## src/rtl/fetch_pkg.sv

```systemverilog
// fetch_pkg: shared register-file types, PC index, bubble encoding and fetch FSM states.
//   regval_t/regind_t/regfile_t : register file typing, registers[PC] is the program counter
//   BUBBLE_INSN                 : word decode always rejects (bit31=1, mask=0)
//   DEPTH                       : instruction buffer depth, 2 when FETCH_PREFETCH_EN is defined, else 1
package fetch_pkg;
  typedef logic [31:0] regval_t;
  typedef logic [3:0] regind_t;
  typedef regval_t [15:0] regfile_t;
  localparam regind_t PC = 4'd15;
  localparam regval_t BUBBLE_INSN = 32'h8000_0000;
`ifdef FETCH_PREFETCH_EN
  localparam int DEPTH = 2;
`else
  localparam int DEPTH = 1;
`endif
  typedef enum logic [1:0] {RUN, WAIT_ACK, STALLED, RESTART} fetch_state_t;
endpackage

```

## src/rtl/i_fetch_to_decode.sv

```systemverilog
// i_fetch_to_decode: fetch -> decode handshake.
//   instruction    : next instruction word (BUBBLE_INSN when none)
//   hold           : decode stall, freezes instruction
//   is_pc_changing : control transfer in flight, fetch must flush and stall
interface i_fetch_to_decode;
  logic [31:0] instruction;
  logic hold;
  logic is_pc_changing;
  modport fetch_out(output instruction, input hold, is_pc_changing);
  modport decode_in(input instruction, output hold, is_pc_changing);
endinterface

```

## src/rtl/fetch_buffer.sv

```systemverilog
// fetch_buffer: DEPTH-entry instruction FIFO, head always in the lowest slot.
//   clock, reset_n : clock and async active-low reset (clears count only)
//   push, data     : write data behind the current entries
//   pop            : drop head, remaining entries shift down
//   flush          : empty the buffer, overrides push and pop
//   head, count    : oldest entry and occupancy 0..DEPTH
module fetch_buffer
  import fetch_pkg::*;
(
  input  logic       clock,
  input  logic       reset_n,
  input  logic       push,
  input  logic       pop,
  input  logic       flush,
  input  regval_t    data,
  output regval_t    head,
  output logic [1:0] count
);
  logic [DEPTH*32-1:0] q, q_n;
  // A simultaneous pop shifts first, so the new word lands one slot lower.
  always_comb begin
    q_n = pop ? q >> 32 : q;
    for (int i = 0; i < DEPTH; i++)
      if (push && i == int'(count) - int'(pop)) q_n[i*32 +: 32] = data;
  end
  always_ff @(posedge clock) q <= q_n;
  always_ff @(posedge clock or negedge reset_n)
    if (!reset_n) count <= '0;
    else count <= flush ? '0 : count + 2'(push) - 2'(pop);
  assign head = q[31:0];
endmodule

```

## src/rtl/fetch.sv

```systemverilog
// fetch: instruction fetch stage, word-addressed memory requests into a small FIFO feeding decode.
//   clock, reset_n       : clock and async active-low reset
//   registers            : register file, only registers[PC] is read (on restart)
//   pc_written           : writeback pulse, PC register updated this cycle
//   mem_address/mem_read : request, held stable until mem_ack
//   mem_data/mem_ack     : response, ack may arrive in the request cycle
//   outi                 : instruction to decode, hold and is_pc_changing from decode
//   FETCH_PREFETCH_EN    : two-entry buffer fetching ahead during hold; default one entry
module fetch
  import fetch_pkg::*;
#(
  parameter regval_t BUBBLE = BUBBLE_INSN
) (
  input  logic       clock,
  input  logic       reset_n,
  input  regfile_t   registers,
  input  logic       pc_written,
  output logic [31:0] mem_address,
  output logic       mem_read,
  input  logic [31:0] mem_data,
  input  logic       mem_ack,
  i_fetch_to_decode.fetch_out outi
);
  fetch_state_t state, state_n;
  regval_t fetch_pc, head, instruction;
  logic [1:0] count;
  logic flush, hold, pop, push, space, pending, pc_seen, unused_regs;
  assign flush = outi.is_pc_changing;
  assign hold = outi.hold;
  assign pop = !hold && !flush && count != 0;
`ifdef FETCH_PREFETCH_EN
  assign space = count < 2'(DEPTH);
`else
  assign space = count == 0 || pop;
`endif
  // Data is kept only for live requests; a flush in the ack cycle discards it.
  assign push = mem_read && mem_ack && !flush && (state == RUN || state == WAIT_ACK);
  assign unused_regs = ^registers;
  assign outi.instruction = instruction;
  // pending: a request abandoned by a flush is still held until its ack.
  always_comb begin
    state_n = state;
    mem_read = 1'b0;
    mem_address = state == RESTART ? '0 : fetch_pc;
    case (state)
      RUN: begin
        mem_read = space;
        state_n = flush ? STALLED : space && !mem_ack ? WAIT_ACK : RUN;
      end
      WAIT_ACK: begin
        mem_read = 1'b1;
        state_n = flush ? STALLED : mem_ack ? RUN : WAIT_ACK;
      end
      STALLED: begin
        mem_read = pending;
        state_n = !flush && (pc_written || pc_seen) && !(pending && !mem_ack) ? RESTART : STALLED;
      end
      RESTART: state_n = flush ? STALLED : RUN;
    endcase
  end
  // pc_seen remembers a pc_written that arrived while the discarded ack was still due.
  always_ff @(posedge clock or negedge reset_n)
    if (!reset_n) begin
      state <= RESTART;
      fetch_pc <= '0;
      pending <= 1'b0;
      pc_seen <= 1'b0;
    end else begin
      state <= state_n;
      fetch_pc <= state == RESTART ? registers[PC] : push ? fetch_pc + 32'd1 : fetch_pc;
      pending <= state_n == STALLED && mem_read && !mem_ack;
      pc_seen <= state_n == STALLED && !flush && (pc_seen || (state == STALLED && pc_written));
    end
  always_ff @(posedge clock or negedge reset_n)
    if (!reset_n) instruction <= BUBBLE;
    else if (flush) instruction <= BUBBLE;
    else if (!hold) instruction <= count != 0 ? head : BUBBLE;
  fetch_buffer u_buf (
    .clock(clock),
    .reset_n(reset_n),
    .push(push),
    .pop(pop),
    .flush(flush),
    .data(mem_data),
    .head(head),
    .count(count)
  );
endmodule

```

## src/flat_wrapper.sv

```systemverilog
// flat-port wrapper written by rule: the top's interface ports become plain ports
module fetch_flat import fetch_pkg::*;
#(
  parameter regval_t BUBBLE = BUBBLE_INSN
)
  (clock, reset_n, registers, pc_written, mem_address, mem_read, mem_data, mem_ack, outi_instruction, outi_hold, outi_is_pc_changing);
  i_fetch_to_decode outi_i ();
  input  logic clock;
  input  logic reset_n;
  input  regfile_t registers;
  input  logic pc_written;
  output logic [31:0] mem_address;
  output logic mem_read;
  input  logic [31:0] mem_data;
  input  logic mem_ack;
  output wire logic [$bits(outi_i.instruction)-1:0] outi_instruction;
  input wire logic [$bits(outi_i.hold)-1:0] outi_hold;
  input wire logic [$bits(outi_i.is_pc_changing)-1:0] outi_is_pc_changing;
  assign outi_instruction = outi_i.instruction;
  assign outi_i.hold = outi_hold;
  assign outi_i.is_pc_changing = outi_is_pc_changing;
  fetch #(.BUBBLE(BUBBLE)) u_core (.clock(clock), .reset_n(reset_n), .registers(registers), .pc_written(pc_written), .mem_address(mem_address), .mem_read(mem_read), .mem_data(mem_data), .mem_ack(mem_ack), .outi(outi_i));
endmodule
```

## config.mk

```make
export PLATFORM = sky130hd
export DESIGN_NAME = fetch_flat
export DESIGN_NICKNAME = d
export VERILOG_FILES = /design/src/rtl/fetch_pkg.sv /design/src/rtl/i_fetch_to_decode.sv /design/src/rtl/fetch_buffer.sv /design/src/rtl/fetch.sv /design/src/flat_wrapper.sv
export SDC_FILE = /design/constraint.sdc
export NUM_CORES = 1
export LEC_CHECK = 0
export ABC_CLOCK_PERIOD_IN_PS = 5700
export BUFFER_PORTS_ARGS = -buffer_cell sky130_fd_sc_hd__buf_2
export CAP_MARGIN = 20
export CORE_AREA = 2 2 241 243
export CTS_BUF_LIST = sky130_fd_sc_hd__clkbuf_16
export DETAILED_ROUTE_END_ITERATION = 10
export DIE_AREA = 0 0 243 245
export PLACE_DENSITY_LB_ADDON = 0.15
export SETUP_SLACK_MARGIN = 0.2
export SYNTH_ARGS = -nofsm -noshare
export SYNTH_HDL_FRONTEND = slang
export SYNTH_HIERARCHICAL = 1
export SYNTH_SLANG_ARGS = --single-unit
```

## constraint.sdc

```tcl
create_clock -name clock -period 5.7 [get_ports clock]
set_input_delay 0.285 -clock clock [delete_from_list [all_inputs] [get_ports clock]]
set_output_delay 0.285 -clock clock [all_outputs]
set_load 0.03 [all_outputs]
```

# Word-level counts from Yosys, hierarchy flattened
# Index checks and enable logic that the tools add are counted.
# Widths: inputs -> output; s select.
[op_classes]
addsub = 4
eq_ne = 5
muxes = 17
reduce_logical = 29
[ops]
columns = ["cell", "n"]
rows = [
  ["$mux 32", 8],
  ["$add 32x1->32 const B", 1],
  ["$logic_not 32->1", 1],
  ["$logic_and 1x1->1", 15],
  ["$mux 2", 4],
  ["$pmux 2 s4", 1],
  ["$eq 2x2->1 const B", 3],
  ["$reduce_bool 2->1", 3],
  ["$logic_not 1->1", 4],
  ["$logic_not 2->1", 2],
  ["$logic_or 1x1->1", 4],
  ["$mux 1", 3],
  ["$pmux 1 s3", 1],
  ["$sub 2x1->3", 1],
  ["$add 2x1->2", 1],
  ["$eq 2x1->1 const B", 1],
  ["$ne 2x1->1 const B", 1],
  ["$sub 2x1->2", 1],
]
[totals]
register_bits = 102
elab_cells = 62

# Longest topological paths before layout
[logic_depth]
word_depth = 11
ltp_mapped = 9
depth_no_buf = 8

# Cells and area by module
# Netlist, hierarchy kept.
[modules_own_cells]
columns = ["module", "n_inst", "cells_per_inst", "area_per_inst_um2", "seq_area_each_um2"]
rows = [
  ["fetch", 1, 331, 3360.7, 1705.4],
  ["fetch_buffer", 1, 83, 1428.9, 1011.0],
]

# Worst setup path before layout
# Ideal clock, no wire load.
[synth_timing]
path_type = "flip-flop to flip-flop"
startpoint = "reg u_core.state[1]"
endpoint = "reg u_core.u_buf.q[0], in the netlist u_core/u_buf/head[0] (enable)"
setup_time_ps = 428
t_arrival_ps = 3221
t_required_ps = 5272
path_slack_ps = 2051
path_stages_with_launch = 8
path_buffers = 3
cell_sequence = "dfstp_2 or3b_1 buf_2 a21oi_1 nand2b_1 buf_2 buf_6 o21bai_1"
[synth_via]
elab_chain_len = 7
word_cells_on_any_way = 10
[synth_rtl]
columns = ["element", "line_no", "rtl"]
rows = [
  ["start, declared", "fetch.sv:24", "fetch_state_t state, state_n;"],
  ["start signal, assigned", "fetch.sv:69", "state <= state_n;"],
  ["$eq 2x2->1 (tied with other cells)", "fetch.sv:45", "case (state)"],
  ["$pmux 1 s3", "fetch.sv:45", ""],
  ["$logic_and 1x1->1 (2 in series)", "fetch.sv:37", "assign push = mem_read && mem_ack && !flush && (state == RUN || state == WAIT_ACK);"],
  ["$logic_and 1x1->1 (*)", "fetch.sv:37", ""],
  ["net u_core.push", "fetch.sv:27", "logic flush, hold, pop, push, space, pending, pc_seen, unused_regs;"],
  ["$logic_and 1x1->1 (*)", "fetch_buffer.sv:24", "if (push && i == int'(count) - int'(pop)) q_n[i*32 +: 32] = data;"],
  ["$reduce_bool 2->1 (no line) (*)", "--", ""],
  ["end signal, assigned", "fetch_buffer.sv:26", "always_ff @(posedge clock) q <= q_n;"],
  ["end, declared", "fetch_buffer.sv:19", "logic [DEPTH*32-1:0] q, q_n;"],
]
# Mark *: on every way through the listed nets, which the timed path passes. The rest lies on a longest branch.
# A chain may end at the register's enable or synchronous reset.

# Final worst setup path
[layout_timing]
startpoint = "reg u_core.state[1]"
endpoint = "reg u_core.fetch_pc[31]"
[layout_via]
elab_chain_len = 6
word_cells_on_any_way = 11
[layout_rtl]
columns = ["element", "line_no", "rtl"]
rows = [
  ["$eq 2x2->1 (tied with other cells)", "fetch.sv:45", ""],
  ["$pmux 1 s3", "fetch.sv:45", ""],
  ["$logic_and 1x1->1 (3 in series)", "fetch.sv:37", ""],
  ["$reduce_bool 2->1 (no line)", "--", ""],
  ["end signal, assigned", "fetch.sv:70", "fetch_pc <= state == RESTART ? registers[PC] : push ? fetch_pc + 32'd1 : fetch_pc;"],
  ["end, declared", "fetch.sv:25", "regval_t fetch_pc, head, instruction;"],
]
# Parallel ways exist; a longest one is shown, timed or not.

==> impl_metrics.json <==
{
  "cp-end-kind": "flop",
  "fillCellCount": 6594,
  "cts_tree": "yes",
  "seqPwrFrac_pct": 43.0,
  "drt_wl_total_um": 20400,
  "worst_path_max_delay_cell": "a2111oi_4",
  "yosys.area.top_type": "dfrtp_1",
  "synth_edf_count": 32,
  "max_slew_margin_pct": 37.7,
  "multi_input_area_sq_mm": 0.00194,
  "regArea_sq_mm": 0.00272,
  "die_area_sq_mm": 0.0595,
  "ff2ff_setup_slack_ps": 3080,
  "drt_iter0_drc": 150,
  "syn_to_final_growth_pct": 40.2,
  "clock_power_share_pct": 31.0,
  "synthTopCellsByArea": "dfrtp_1 (35%), edfxtp_1 (20%), a22o_1 (5.9%)",
  "power_frac_comb_pct": 26.0,
  "synthDistinctLibCells": 50,
  "final_util_pct": 11.8,
  "synth-seq-cells": 102,
  "crit_type": "flop to flop",
  "fin_crit_sh_pct": 46.0,
  "vdd_drop_max_mv": 0.113,
  "p_sw_uw": 846,
  "total_power_uw": 2190,
  "p_leak_uw": 0.00265,
  "critPathRequiredTime_ps": 6000,
  "fin_crit_ps": 2620,
  "finalSetupTns_ps": 0,
  "ys.flop_type": "dfrtp_1",
  "cp_cell_sequence": "or3b_1 > a2111oi_4 > nand4_4 > or4_1 > a31oi_1",
  "dpl_worst_slack_ps": 2950,
  "critPathArrivalTime_ps": 2930,
  "clk_path_buf_depth": 2,
  "hold_class": "input port to flop",
  "drive_above_1_share_pct": 32.4,
  "detailed_place_hpwl_um": 14600,
  "clk_latency_ps": 390,
  "path_clk_slew_ps": 90,
  "path_max_fanout": 9,
  "drc": 0,
  "viasPerCell": 2.86,
  "cts_inserted_buffers": 9,
  "intPower_uw": 1340,
  "ant_nets": 0,
  "rsz0062_at_grt": "false",
  "vias": 3768,
  "status": "complete, no violations",
  "cts_root_buf": "clkbuf_16",
  "gr-total-overflow": 0,
  "tightest_slew_ps": 933,
  "grt_max_degree": 60,
  "seq_area_frac_synth_pct": 56.7,
  "firstDrtPassIters": 4,
  "finalHoldWorstSlack_ps": 90.9,
  "synthArstFlopShare_pct": 68.6,
  "drv_slew": 0,
  "cpPeakStageDelay_ps": 670,
  "track_usage_pct": 6.99,
  "wl_per_cell_um": 15.5,
  "cts.sinks": 102,
  "postSynthCellCount": 414,
  "nets": 1098,
  "avgSynthCellArea_sq_um": 11.6,
  "timing_hold_violations_final": 0,
  "setup_slack_ps": 3080,
  "num_io_pins": 615,
  "num_rows": 88,
  "grt_pass1_wl_um": 29400,
  "synth_top_area_share_pct": 35.0,
  "grt_pass1_vias": 3922,
  "core_area_sq_mm": 0.0570,
  "initial_core_util_pct": 8.40,
  "skew_ps": 14.5,
  "p_sw_share_pct": 38.7,
  "setup_violations": 0,
  "place_congestion": 0.651,
  "clock.fmax_mhz": 381,
  "synth_fp_nets": 967,
  "max_cap_viol_count": 0,
  "htreeDepth": 3,
  "antenna_found_initial": 13,
  "p_per_area_mw_per_mm2": 325,
  "dieWidth_um": 243,
  "worstSetupStartpointType": "flop",
  "ys_warn_count": 6,
  "die_h_um": 245,
  "syn-cell-area_sq_mm": 0.00479,
  "io_buffers": 134
}
-- final cells by class --
class	count	area share [%]
diodes	2	0.0745
well taps	765	14.3
flip-flops and latches	102	40.4
repair buffers	145	11.3
multi-input cells	279	28.8
clock inverters	7	1.32
clock buffers	9	3.35
inverters	8	0.447
-- placed cells by master, fill, tap and decap left out, drive strengths merged, types with 4 or more instances in the layout --
master  instances
and3            5
and2           32
a21oi           8
nor4            4
dfrtp          67
xor2           20
nor3b          32
clkinv          5
o21ai          22
inv            10
a22o           32
nor2           15
nand2          35
edfxtp         32
nor3            4
clkbuf          9
buf           144
nand4          12
nand3          18
a221o           4
-- power groups by stage --
stage,Clock [uW],Combinational (uW),Sequential (uW)
4_1_cts,719,591,945
6_report,678,567,941
3_3_place_gp,0,586,962
5_1_grt,743,627,957
2_1_floorplan,0,364,930
3_5_place_dp,0,590,959
-- worst max-delay path, delay by kind of cell, from the launching register on --
family             cells  cell delay (ps)
AOI/OAI and AO/OA      2              840
and+or+nand+nor        3             1290
DFF                    1              410
-- cells in the mapped netlist (11+ instances only) --
library cell and count:
nand3_1 18, nor2_1 15, a22o_1 32, dfrtp_1 67
nor3b_1 30, and2_1 32, nand4_1 11, xor2_1 19
nand2_1 35, o21ai_0 22, clkbuf_1 17, edfxtp_1 32
-- metal layers --
layer | vias up | part of all wire [%] | global-route usage, %
met5 | - | 0.23 | 0
met4 | 8 | 2.4 | 2.29
met3 | 38 | 7.2 | 3.05
met2 | 114 | 48 | 11.4
met1 | 1834 | 42 | 8.23
li1 | 1774 | - | -
-- stage by stage --
| stage | instance area (sq um) | std cells |
|---|---|---|
| global route | 6710 | 1315 |
| finish | 6720 | 1317 |
| floorplan | 4790 | 414 |
| global placement | 6390 | 1298 |
| detailed placement | 6390 | 1298 |
| CTS | 6710 | 1315 |
-- flip-flops by register name (all words and copies together), names as in the netlist --
register,cells
u_core/fetch_pc,32
u_core/outi.instruction,32
u_core/u_buf/head,32
u_core/state,2
u_core/u_buf/count,2
u_core/pc_seen,1
u_core/pending,1
-- logic make-up after synthesis --
| family | after synthesis | share of synthesized area [%] |
|---|---|---|
| flops | 102 | 56.7 |
| mux | 1 | 0.209 |
| xor+xnor | 24 | 4.83 |
| compound gates | 79 | 12.4 |
| fa+ha+maj | 3 | 0.784 |
| simple gates | 172 | 21.5 |
| buf+inv | 33 | 3.58 |
-- what timing repair did --
item / 4_1_cts / 5_1_grt
hold endpoints to repair: 28 / 0
hold buffers: 1 / 0
setup buffers: 0 / 0
gates resized for setup: 0 / 0
-- path summary, 6_finish.rpt --
path / startpoint / end / depth (start not counted)
worst max register to register: u_core/state[1] / u_core/fetch_pc[31] / 5
max in group asynchronous: reset_n / u_core/outi.instruction[30] / 3
worst max-delay path: u_core/state[1] / u_core/fetch_pc[31] / 5
worst min-delay path: mem_ack / u_core/pc_seen / 2
min in group asynchronous: reset_n / u_core/outi.instruction[29] / 2
worst min register to register: u_core/u_buf/head[5] / u_core/outi.instruction[5] / 1
(Power assumes the default switching activity.)
